[src/rtl/riscv_fetch_seq_if.sv]
// Fetch-side bus bundle for riscv_fetch_seq.
// It carries the instruction memory request/ack pair and the downstream valid/ready pair.
interface riscv_fetch_seq_if #(
  parameter int unsigned WORD_LENGTH = 32
);
  logic                   imem_req;
  logic [WORD_LENGTH-1:0] imem_addr;
  logic                   imem_ack;
  logic [WORD_LENGTH-1:0] imem_rdata;
  logic                   inst_valid;
  logic                   inst_ready;
  logic [WORD_LENGTH-1:0] inst;
  logic [WORD_LENGTH-1:0] inst_pc;

  modport master (
    output imem_req,
    output imem_addr,
    input  imem_ack,
    input  imem_rdata,
    output inst_valid,
    input  inst_ready,
    output inst,
    output inst_pc
  );

  modport slave (
    input  imem_req,
    input  imem_addr,
    output imem_ack,
    output imem_rdata,
    input  inst_valid,
    output inst_ready,
    input  inst,
    input  inst_pc
  );
endinterface

[src/rtl/riscv_fetch_seq.sv]
// Sequential RISC-V instruction fetch: one outstanding imem request, a one-entry hold
// register toward decode, and trap/branch redirects that can arrive at any point.
module riscv_fetch_seq #(
  parameter int unsigned            WORD_LENGTH  = 32,
  parameter int unsigned            PC_OFFSET    = 4,
  parameter logic [WORD_LENGTH-1:0] RESET_VECTOR = '0
) (
  input  logic                   clk,
  input  logic                   x_reset,
  input  logic                   trap_valid,
  input  logic [WORD_LENGTH-1:0] mtvec_addr,
  input  logic                   redirect_valid,
  input  logic [WORD_LENGTH-1:0] redirect_addr,
  riscv_fetch_seq_if.master      bus,
  output logic [31:0]            fetch_count
);

  localparam logic [WORD_LENGTH-1:0] PcIncr    = WORD_LENGTH'(PC_OFFSET);
  localparam logic [WORD_LENGTH-1:0] AlignMask = ~WORD_LENGTH'(3);

  typedef enum logic [1:0] {
    StStart,
    StFetch,
    StHold
  } state_e;

  state_e                 state_q, state_d;
  logic [WORD_LENGTH-1:0] pc_q, pc_d;
  logic                   pend_valid_q, pend_valid_d;
  logic [WORD_LENGTH-1:0] pend_addr_q, pend_addr_d;
  logic [WORD_LENGTH-1:0] inst_q, inst_d;
  logic [WORD_LENGTH-1:0] inst_pc_q, inst_pc_d;
  logic [31:0]            count_q, count_d;

  logic                   redir_any;
  logic [WORD_LENGTH-1:0] redir_raw;
  logic [WORD_LENGTH-1:0] redir_target;

  // Trap wins over branch; targets are forced word aligned.
  always_comb begin
    redir_any    = trap_valid | redirect_valid;
    redir_raw    = trap_valid ? mtvec_addr : redirect_addr;
    redir_target = redir_raw & AlignMask;
  end

  always_comb begin
    state_d      = state_q;
    pc_d         = pc_q;
    pend_valid_d = pend_valid_q;
    pend_addr_d  = pend_addr_q;
    inst_d       = inst_q;
    inst_pc_d    = inst_pc_q;
    count_d      = count_q;

    unique case (state_q)
      StStart: begin
        // Any ack seen here belongs to a transaction abandoned by reset.
        state_d = StFetch;
        if (redir_any) begin
          pc_d = redir_target;
        end
      end

      StFetch: begin
        if (redir_any && bus.imem_ack) begin
          pc_d         = redir_target;
          pend_valid_d = 1'b0;
        end else if (redir_any) begin
          // Address must stay put until the ack, so park the target.
          pend_valid_d = 1'b1;
          pend_addr_d  = redir_target;
        end else if (bus.imem_ack) begin
          if (pend_valid_q) begin
            pc_d         = pend_addr_q;
            pend_valid_d = 1'b0;
          end else begin
            inst_d    = bus.imem_rdata;
            inst_pc_d = pc_q;
            pc_d      = pc_q + PcIncr;
            state_d   = StHold;
          end
        end
      end

      StHold: begin
        if (bus.inst_ready) begin
          count_d = count_q + 32'd1;
        end
        if (redir_any) begin
          pc_d    = redir_target;
          state_d = StFetch;
        end else if (bus.inst_ready) begin
          state_d = StFetch;
        end
      end

      default: begin
        state_d = StStart;
      end
    endcase
  end

  always_ff @(posedge clk) begin
    if (!x_reset) begin
      state_q      <= StStart;
      pc_q         <= RESET_VECTOR;
      pend_valid_q <= 1'b0;
      pend_addr_q  <= '0;
      inst_q       <= '0;
      inst_pc_q    <= '0;
      count_q      <= '0;
    end else begin
      state_q      <= state_d;
      pc_q         <= pc_d;
      pend_valid_q <= pend_valid_d;
      pend_addr_q  <= pend_addr_d;
      inst_q       <= inst_d;
      inst_pc_q    <= inst_pc_d;
      count_q      <= count_d;
    end
  end

  assign bus.imem_req   = (state_q == StFetch);
  assign bus.imem_addr  = pc_q;
  assign bus.inst_valid = (state_q == StHold);
  assign bus.inst       = inst_q;
  assign bus.inst_pc    = inst_pc_q;
  assign fetch_count    = count_q;

endmodule

[src/flat_wrapper.sv]
// flat-port wrapper written by rule: the top's interface ports become plain ports
module riscv_fetch_seq_flat 
#(
  parameter int unsigned            WORD_LENGTH  = 32,
  parameter int unsigned            PC_OFFSET    = 4,
  parameter logic [WORD_LENGTH-1:0] RESET_VECTOR = '0
)
  (clk, x_reset, trap_valid, mtvec_addr, redirect_valid, redirect_addr, fetch_count, bus_imem_req, bus_imem_addr, bus_imem_ack, bus_imem_rdata, bus_inst_valid, bus_inst_ready, bus_inst, bus_inst_pc);
  riscv_fetch_seq_if #(.WORD_LENGTH(WORD_LENGTH)) bus_i ();
  input  logic clk;
  input  logic x_reset;
  input  logic trap_valid;
  input  logic [WORD_LENGTH-1:0] mtvec_addr;
  input  logic redirect_valid;
  input  logic [WORD_LENGTH-1:0] redirect_addr;
  output logic [31:0] fetch_count;
  output wire logic [$bits(bus_i.imem_req)-1:0] bus_imem_req;
  output wire logic [$bits(bus_i.imem_addr)-1:0] bus_imem_addr;
  input wire logic [$bits(bus_i.imem_ack)-1:0] bus_imem_ack;
  input wire logic [$bits(bus_i.imem_rdata)-1:0] bus_imem_rdata;
  output wire logic [$bits(bus_i.inst_valid)-1:0] bus_inst_valid;
  input wire logic [$bits(bus_i.inst_ready)-1:0] bus_inst_ready;
  output wire logic [$bits(bus_i.inst)-1:0] bus_inst;
  output wire logic [$bits(bus_i.inst_pc)-1:0] bus_inst_pc;
  assign bus_imem_req = bus_i.imem_req;
  assign bus_imem_addr = bus_i.imem_addr;
  assign bus_i.imem_ack = bus_imem_ack;
  assign bus_i.imem_rdata = bus_imem_rdata;
  assign bus_inst_valid = bus_i.inst_valid;
  assign bus_i.inst_ready = bus_inst_ready;
  assign bus_inst = bus_i.inst;
  assign bus_inst_pc = bus_i.inst_pc;
  riscv_fetch_seq #(.WORD_LENGTH(WORD_LENGTH), .PC_OFFSET(PC_OFFSET), .RESET_VECTOR(RESET_VECTOR)) u_core (.clk(clk), .x_reset(x_reset), .trap_valid(trap_valid), .mtvec_addr(mtvec_addr), .redirect_valid(redirect_valid), .redirect_addr(redirect_addr), .bus(bus_i), .fetch_count(fetch_count));
endmodule
[config.mk]
export PLATFORM = sky130hd
export DESIGN_NAME = riscv_fetch_seq_flat
export DESIGN_NICKNAME = d
export VERILOG_FILES = /design/src/rtl/riscv_fetch_seq_if.sv /design/src/rtl/riscv_fetch_seq.sv /design/src/flat_wrapper.sv
export SDC_FILE = /design/constraint.sdc
export NUM_CORES = 1
export LEC_CHECK = 0
export CAP_MARGIN = 40
export CORE_MARGIN = 4
export CORE_UTILIZATION = 45
export CTS_CLUSTER_DIAMETER = 200
export DETAILED_ROUTE_END_ITERATION = 12
export GPL_TIMING_DRIVEN = 0
export HOLD_SLACK_MARGIN = 0.1
export PLACE_DENSITY = 0.76
export SLEW_MARGIN = 15
export SYNTH_ARGS = -nofsm -noshare
export SYNTH_HDL_FRONTEND = slang
export SYNTH_SLANG_ARGS = --single-unit
[constraint.sdc]
create_clock -name clk -period 5.2 [get_ports clk]
set_clock_uncertainty 0.15 [all_clocks]
set_input_delay 1.3 -clock clk [delete_from_list [all_inputs] [get_ports clk]]
set_output_delay 1.3 -clock clk [all_outputs]
set_load 0.005 [all_outputs]
Word level (Yosys, flattened, before mapping):

Index checks and enable logic that the tools add are counted.

* add/sub/neg operators: 2
* muxes and demuxes: 17
* equal/unequal tests: 10
* reduce and logical (&&, ||, !) cells: 11
* bitwise gates (word level): 4

Operator list (number)
* 2-to-1 mux 32 bit: 6
* one-hot mux 32 bit (2 select lines): 1
* adder 32 x 1 -> 32 bit, second input constant: 1
* adder 32 x 3 -> 32 bit, second input constant: 1
* 2-to-1 mux 2 bit: 6
* AND reduction 5 bit: 2
* != test 2 bit, second input constant: 3
* != test 3 x 1 -> 1 bit, second input constant: 2
* one-hot mux 2 bit (3 select lines): 1
* != test 2 x 1 -> 1 bit, second input constant: 2
* AND reduction 2 bit: 2
* AND reduction 4 bit: 1
* 2-to-1 mux 1 bit: 3
* != test 3 bit, second input constant: 1
* inverter 1 bit: 3
* AND reduction 3 bit: 1
* nonzero test 3 bit: 1
* equality test 2 x 1 -> 1 bit, second input constant: 1
* equality test 2 bit, second input constant: 1
* logical NOT 2 bit: 1
* nonzero test 2 bit: 1
* OR reduction 2 bit: 1
* logical AND 1 bit: 1
* OR 1 bit: 1

* logic and storage cells: 51
* register bits: 161

Depth between registers and ports, before layout:

Gate-level depths: netlist (run 1).

* depth after elaboration: 6
* gate-level depth with buffers: 8

Least setup slack after synthesis (run 1):

Ideal clock, no wire load.

* kind: input -> register
* start: in trap_valid
* end: reg u_core.pc_q[27], in the netlist u_core.bus.imem_addr[27]
* required time: 4.914 ns
* arrival: 2.815 ns
* stages on the path: 8
* library setup time: 0.136 ns
* path slack: 2.099 ns
* path through: clkbuf_1 > o21ai_0 > and2_1 > buf_2 > buf_1 > nor3_1 > a21oi_1 > o32ai_2

* word-level cells in the longest chain between the ends: 4
* elaborated cells between the ends (all ways): 10

RTL lines
* start, declared: RTL line flat_wrapper.sv:12 `input logic trap_valid;`
* OR 1 bit: RTL line riscv_fetch_seq.sv:41 `redir_any = trap_valid | redirect_valid;`
* logical AND 1 bit: RTL line riscv_fetch_seq.sv:65 `if (redir_any && bus.imem_ack) begin`
* != test 3 bit (no line) (tied with other cells)
* AND reduction 4 bit (no line) or one-hot mux 32 bit (2 select lines) (tied branches)
* end signal, assigned: RTL line riscv_fetch_seq.sv:114 `pc_q <= pc_d;`
* end, declared: RTL line riscv_fetch_seq.sv:28 `logic [WORD_LENGTH-1:0] pc_q, pc_d;`

Several ways; a longest one is shown, not always the timed one. The select of a mux whose other input is x is not followed.
A chain may end at the register's enable or synchronous reset.

Worst setup path after layout (run 1):

* start: in redirect_valid
* end: reg u_core.pc_q[23], in the netlist u_core.bus.imem_addr[23]

* word-level cells in the longest chain between the ends: 4
* elaborated cells between the ends (all ways): 8

RTL lines
* start, declared: RTL line flat_wrapper.sv:14 `input logic redirect_valid;`
* OR 1 bit (*): RTL line riscv_fetch_seq.sv:41
* logical AND 1 bit: RTL line riscv_fetch_seq.sv:65
* != test 3 bit (no line) (tied with other cells)
* AND reduction 4 bit (no line) or one-hot mux 32 bit (2 select lines) (tied branches)

Every way passes the cells marked *; elsewhere a longest branch is shown, timed or not.

==> metrics.cfg, run 1 <==
[timing]
worstMarginPinSlew_ps=910
tns_ps=0
fin_crit_sh_pct=68.8
fmax_mhz=279
slew-limit-headroom_pct=38.8
setup_violations=0
rsz0062_at_grt=no
hold_viol=0
hold_slack_ps=302
setup_slack_ps=1620
final-max-slew-violation-count=0
min_period_ps=3580

[critical_path]
cp-startpoint=redirect_valid
path_buf_inv=3
cp-start-kind=input pin
cpLargestDelayFamily=buffers and inverters
critical_path.most_common_cell=clkbuf_1
cp_cell_sequence=clkdlybuf4s50_1 -> o21bai_1 -> and2_1 -> clkbuf_1 -> clkbuf_1 -> a21oi_1 -> nor4_1
cp_slowest_cell=clkbuf_1
cp.required_ps=5400
critPathKind=in -> reg
cp_slowest_stage_delay_ps=560
worstPathArrival_ps=3780
critPathCaptureType=flip-flop
cp_max_fo=10
rr_startpoint=u_core.state_q[0]$_SDFFE_PN0P_

[detailed_routing]
wl_per_cell_microns=17.7
finalWirelength_microns=24600
vias_per_cell=5.61
num_vias=7809
antenna_left=0
drcViolationCount=0
first_pass_iters=5
drtIter0Drc=537

[yosys]
yosysUniqueCellTypes=61
synth_commonest_cells=nand2_1 (164), dfxtp_1 (157), nor2_1 (96)
syn_inst=917
yosysSeqAreaShare_pct=43.0
ys.warnings.count=0
synth_top_area_share_pct=43.0
yosysTopAreaCell=dfxtp_1
synth_seq_cells=157
netlist_area_sq_mm=0.00731
async_reset_ff_share_pct=0
synth_edf_count=0
yosysMostFrequentCell=nand2_1
synth_ff_type=dfxtp_1
netlist_top_cells_area=dfxtp_1 (43%), nand2_1 (8.4%), a21oi_1 (6.4%)
synth_area_per_cell_sq_um=7.98

[global_routing]
grt_pass1_wl_microns=37600
antenna_found_initial=0
grt_pass1_vias=7367
grt_max_degree=17
overflow=0
grt_usage_pct=26.0

[placed_design]
post-place-ws_ps=1270
numPortBuffers=221
hpwl_microns=18000
place.gp.congestion=0.919

[layout]
drive_above_1_share_pct=5.19
area_delta_synth_final_pct=43.0
seq_area_sq_mm=0.00314
antenna_cells=0
multi_input_area_sq_mm=0.00386
n_fill_cell=1415
finish.utilization_pct=65.8
nNetsFinal=1267

[floorplanning]
coreArea_sq_mm=0.0159
fp.dieH_microns=135
rows=46
die-area_sq_mm=0.0184
initial_core_util_pct=46.0
die_w_microns=135
ios=232

[run_status]
status=finished clean

[cts]
cts_tree=built
cts_hold_buffers=0
clkTransAtPathRegs_ps=60
root_buffer=clkbuf_16
cts.repair.resized=0
postCtsSetupRepairBufs=0
cts_made_buffers=17
clk_path_buf_depth=2
htree_levels=4
cts_sinks=157
clk_latency_ps=440

[job]
maxCapViolations=0

[hold_path]
min_from=u_core.bus.inst_pc[29]$_SDFFE_PN0P_
hold_class=reg -> reg

[power]
p_per_area_mw_per_mm2=297
max-vdd-ir-drop_mv=0.220
total_leakage_power_nw=3.67

## kinds of logic after synthesis
family                     count (synthesis)  synth area share (%)
buffers and inverters                     77                  4.40
muxes                                     37                  5.10
adders and majority gates                  2                 0.342
and+or+nand+nor                          392                  24.7
xor gates and xnor gates                  40                  4.79
DFF                                      157                  43.0
AOI/OAI and AO/OA                        211                  17.6
other                                      1                0.0513
## path summary, 6_finish.rpt
| path | endpoint | slack [ps] | cells after the start |
|---|---|---|---|
| setup reg to reg | u_core.bus.imem_addr[16]$_SDFFE_PN0P_ | 2240 | 7 |
| hold / removal | u_core.bus.inst_pc[29]$_SDFFE_PN0P_ | 300 | 2 |
| hold reg to reg | u_core.bus.inst_pc[29]$_SDFFE_PN0P_ | 300 | 2 |
| setup / recovery | u_core.bus.imem_addr[23]$_SDFFE_PN0P_ | 1620 | 7 |
## routing by layer
layer / track usage (%) / vias up / part of all wire [%]
li1: - / 3718 / -
met1: 31.3 / 3621 / 39
met2: 43.1 / 397 / 48
met3: 7.95 / 73 / 9.6
met4: 11.0 / 0 / 3.1
met5: 0 / - / 0
## worst min-delay path, delay by kind of cell, from the launching register on
| kind | cells | cell delay, ps |
|---|---|---|
| compound gates | 1 | 50 |
| flops | 1 | 310 |
| simple gates | 1 | 50 |
## per-stage QoR
step | std cells | total power [mW] | cell area (sq um)
after floorplan | 920 | 1.53 | 7330
after global placement | 1357 | 1.76 | 9810
after detailed placement | 1359 | 1.76 | 9820
after CTS | 1391 | 3.11 | 10500
after global routing | 1392 | 3.21 | 10500
final | 1392 | 3.10 | 10500
## flip-flops by register name (all words and copies together) (netlist names)
| register | cells |
|---|---|
| u_core.bus.imem_addr | 30 |
| u_core.bus.inst | 32 |
| u_core.bus.inst_pc | 30 |
| u_core.fetch_count | 32 |
| u_core.pend_addr_q | 30 |
| u_core.pend_valid_q | 1 |
| u_core.state_q | 2 |
## cell usage in the layout (no fill, tap or decap), drive strengths merged, types with 14 or more instances in the layout
cell type	count
nand4	21
mux2i	35
nor3	25
buf	15
nand2	164
clkdlybuf4s50	221
nor2	96
clkbuf	74
xor2	30
a21oi	93
dfxtp	157
o21ai	35
nand3	28
a211oi	33
and3	14
## area by class of cell
type	count	area share (%)
multi-input combinational	686	36.9
sequential	157	30.1
timing repair buffer	224	21.3
clock buffer	17	4.07
buffer	69	2.79
tap	216	2.58
clock inverter	15	2.01
inverter	8	0.287
## power breakdown
group | internal (mW) | switching (mW) | total [mW]
Sequential | 1.25 | 0.0637 | 1.32
Clock | 0.813 | 0.542 | 1.35
Combinational | 0.212 | 0.221 | 0.434
Power figures use the tool's default switching activity.
==> run 2: changes to the inputs <==
==> constraint.sdc (replaced) <==
create_clock -name clk -period 3.55 [get_ports clk]
set_clock_uncertainty 0.15 [all_clocks]
set_input_delay 0.8875 -clock clk [delete_from_list [all_inputs] [get_ports clk]]
set_output_delay 0.8875 -clock clk [all_outputs]
set_load 0.005 [all_outputs]
==> results of run 2 <==
Same layout as run 1 (identical final DEF). Status: finished clean.
Among the figures that moved: setup slack after placement 1270 ps -> 32.7 ps; setup slack after layout 1620 ps -> 383 ps; register-to-register setup slack 2240 ps -> 590 ps; total power 3.10 mW -> 4.55 mW; worst IR drop on VDD 0.220 mV -> 0.322 mV
==> run 3: changes to the inputs <==
--- a/config.mk
+++ b/config.mk
@@ -6,13 +6,15 @@
 export NUM_CORES = 1
 export LEC_CHECK = 0
 export CAP_MARGIN = 40
+export CELL_PAD_IN_SITES_DETAIL_PLACEMENT = 1
+export CELL_PAD_IN_SITES_GLOBAL_PLACEMENT = 1
 export CORE_MARGIN = 4
-export CORE_UTILIZATION = 45
+export CORE_UTILIZATION = 33
 export CTS_CLUSTER_DIAMETER = 200
 export DETAILED_ROUTE_END_ITERATION = 12
 export GPL_TIMING_DRIVEN = 0
-export HOLD_SLACK_MARGIN = 0.1
-export PLACE_DENSITY = 0.76
+export HOLD_SLACK_MARGIN = 0.15
+export PLACE_DENSITY = 0.89
 export SLEW_MARGIN = 15
 export SYNTH_ARGS = -nofsm -noshare
 export SYNTH_HDL_FRONTEND = slang
==> metrics.cfg, run 3 (synthesized netlist as in run 1, its figures left out) <==
[cts]
clkTransAtPathRegs_ps=70
cts_tree=built
htree_levels=4
postCtsSetupRepairBufs=0
cts.repair.resized=0
cts_hold_buffers=0
cts_made_buffers=17
root_buffer=clkbuf_16
cts_sinks=157
clk_latency_ps=430
clk_path_buf_depth=2

[job]
maxCapViolations=0

[floorplanning]
ios=232
die_w_microns=157
coreArea_sq_mm=0.0218
initial_core_util_pct=33.5
fp.dieH_microns=157
die-area_sq_mm=0.0246
rows=54

[hold_path]
hold_class=reg -> reg

[critical_path]
cp_slowest_cell=clkdlybuf4s50_1
cp_slowest_stage_delay_ps=550
critPathKind=in -> reg
r2r_cells=7
regToRegSetupSlack_ps=440
cp_cell_sequence=clkdlybuf4s50_1 -> nand3b_1 -> nand2_1 -> clkbuf_1 -> clkbuf_1 -> o21ai_0 -> a21oi_1
critPathCaptureType=flip-flop
cp.depth=7
cp-start-kind=input pin
endpoint=u_core.bus.imem_addr[7]$_SDFFE_PN0P_
cp_max_fo=10
rr_startpoint=u_core.state_q[0]$_SDFFE_PN0P_
critical_path.most_common_cell=clkbuf_1
cp.required_ps=3750
cpLargestDelayFamily=buffers and inverters
path_buf_inv=3
cp-startpoint=bus_imem_ack
worstPathArrival_ps=3480
r2r_end=u_core.bus.imem_addr[7]$_SDFFE_PN0P_

[detailed_routing]
wl_per_cell_microns=19.8
num_vias=7943
antenna_left=0
drtIter0Drc=602
finalWirelength_microns=28700
vias_per_cell=5.46
drcViolationCount=0
first_pass_iters=5

[timing]
fin_crit_sh_pct=92.5
tns_ps=0
setup_violations=0
final-max-slew-violation-count=0
rsz0062_at_grt=no
fmax_mhz=305
slew-limit-headroom_pct=37.9
worstMarginPinSlew_ps=923
hold_slack_ps=304
min_period_ps=3280
hold_viol=0

[power]
p_per_area_mw_per_mm2=426
total_power_mw=4.48
max-vdd-ir-drop_mv=0.329
total_leakage_power_nw=3.65

[global_routing]
grt_max_degree=17
grt_pass1_vias=8073
grt_pass1_wl_microns=44800
grt_usage_pct=23.0
overflow=0
antenna_found_initial=0

[layout]
antenna_cells=0
final_common_cell=clkdlybuf4s50_1
area_delta_synth_final_pct=43.6
layout_common_cells=clkdlybuf4s50_1 (221), nand2_1 (164), dfxtp_1 (157), nor2_1 (96), a21oi_1 (93)
finish.utilization_pct=48.1
drive_above_1_share_pct=5.19
nNetsFinal=1266

[placed_design]
hpwl_microns=21100
place.gp.congestion=0.907
numPortBuffers=221

[run_status]
status=finished clean

## run 3: cell count changes in the layout (fill, tap and decap cells not counted), sizes merged
cell	before	now
clkbuf	74	76
clkinv	5	7
inv	13	10
bufinv	4	2
## run 3: where the power goes
| part | switching (mW) | internal [mW] |
|---|---|---|
| logic | 0.342 | 0.311 |
| registers | 0.0964 | 1.83 |
| clock network | 0.793 | 1.10 |
## run 3: metrics by stage
stage | area [sq um] | setup WS [ps] | instances
final | 10500 | 267 | 1455
after global routing | 10500 | 84.0 | 1455
after CTS | 10500 | 282 | 1455
after detailed placement | 9900 | -169 | 1423
after global placement | 9890 | -90.3 | 1421
after floorplan | 7330 | 862 | 920
## run 3: how the worst min path moves through the flow
stage / from / end / slack, ps / cells after the start
after floorplan: u_core.bus.inst[0]$_SDFFE_PN0P_ / u_core.bus.inst[0]$_SDFFE_PN0P_ / 300 / 2
after global placement: u_core.bus.inst[16]$_SDFFE_PN0P_ / u_core.bus.inst[16]$_SDFFE_PN0P_ / 290 / 2
after detailed placement: u_core.bus.inst_pc[22]$_SDFFE_PN0P_ / u_core.bus.inst_pc[22]$_SDFFE_PN0P_ / 300 / 2
after CTS: u_core.bus.inst[22]$_SDFFE_PN0P_ / u_core.bus.inst[22]$_SDFFE_PN0P_ / 310 / 2
after global routing: u_core.bus.inst[20]$_SDFFE_PN0P_ / u_core.bus.inst[20]$_SDFFE_PN0P_ / 320 / 2
final: u_core.bus.inst[22]$_SDFFE_PN0P_ / u_core.bus.inst[22]$_SDFFE_PN0P_ / 300 / 2
## run 3: area by class of cell
type | count | area, sq um
tap | 280 | 350
sequential | 157 | 3140
clock buffer | 20 | 467
inverter | 8 | 30.0
timing repair buffer | 223 | 2220
clock inverter | 12 | 135
fill | 2635 | 11300
multi-input combinational | 686 | 3860
buffer | 69 | 293
## run 3: worst reg2reg max path: stages (launching register included)
cell	delay, ps
dfxtp_1	380
clkbuf_1	390
nand3b_1	420
nand2_1	270
clkbuf_1	470
clkbuf_1	540
o21ai_0	230
a21oi_1	190
## run 3: metal layers
metal | GRT usage (%) | wire length (microns) | vias up
met5 | 0 | 0 | -
met4 | 7.27 | 675 | 0
met3 | 6.31 | 2160 | 54
met2 | 38.4 | 13800 | 310
met1 | 29.0 | 12100 | 3872
li1 | - | - | 3707
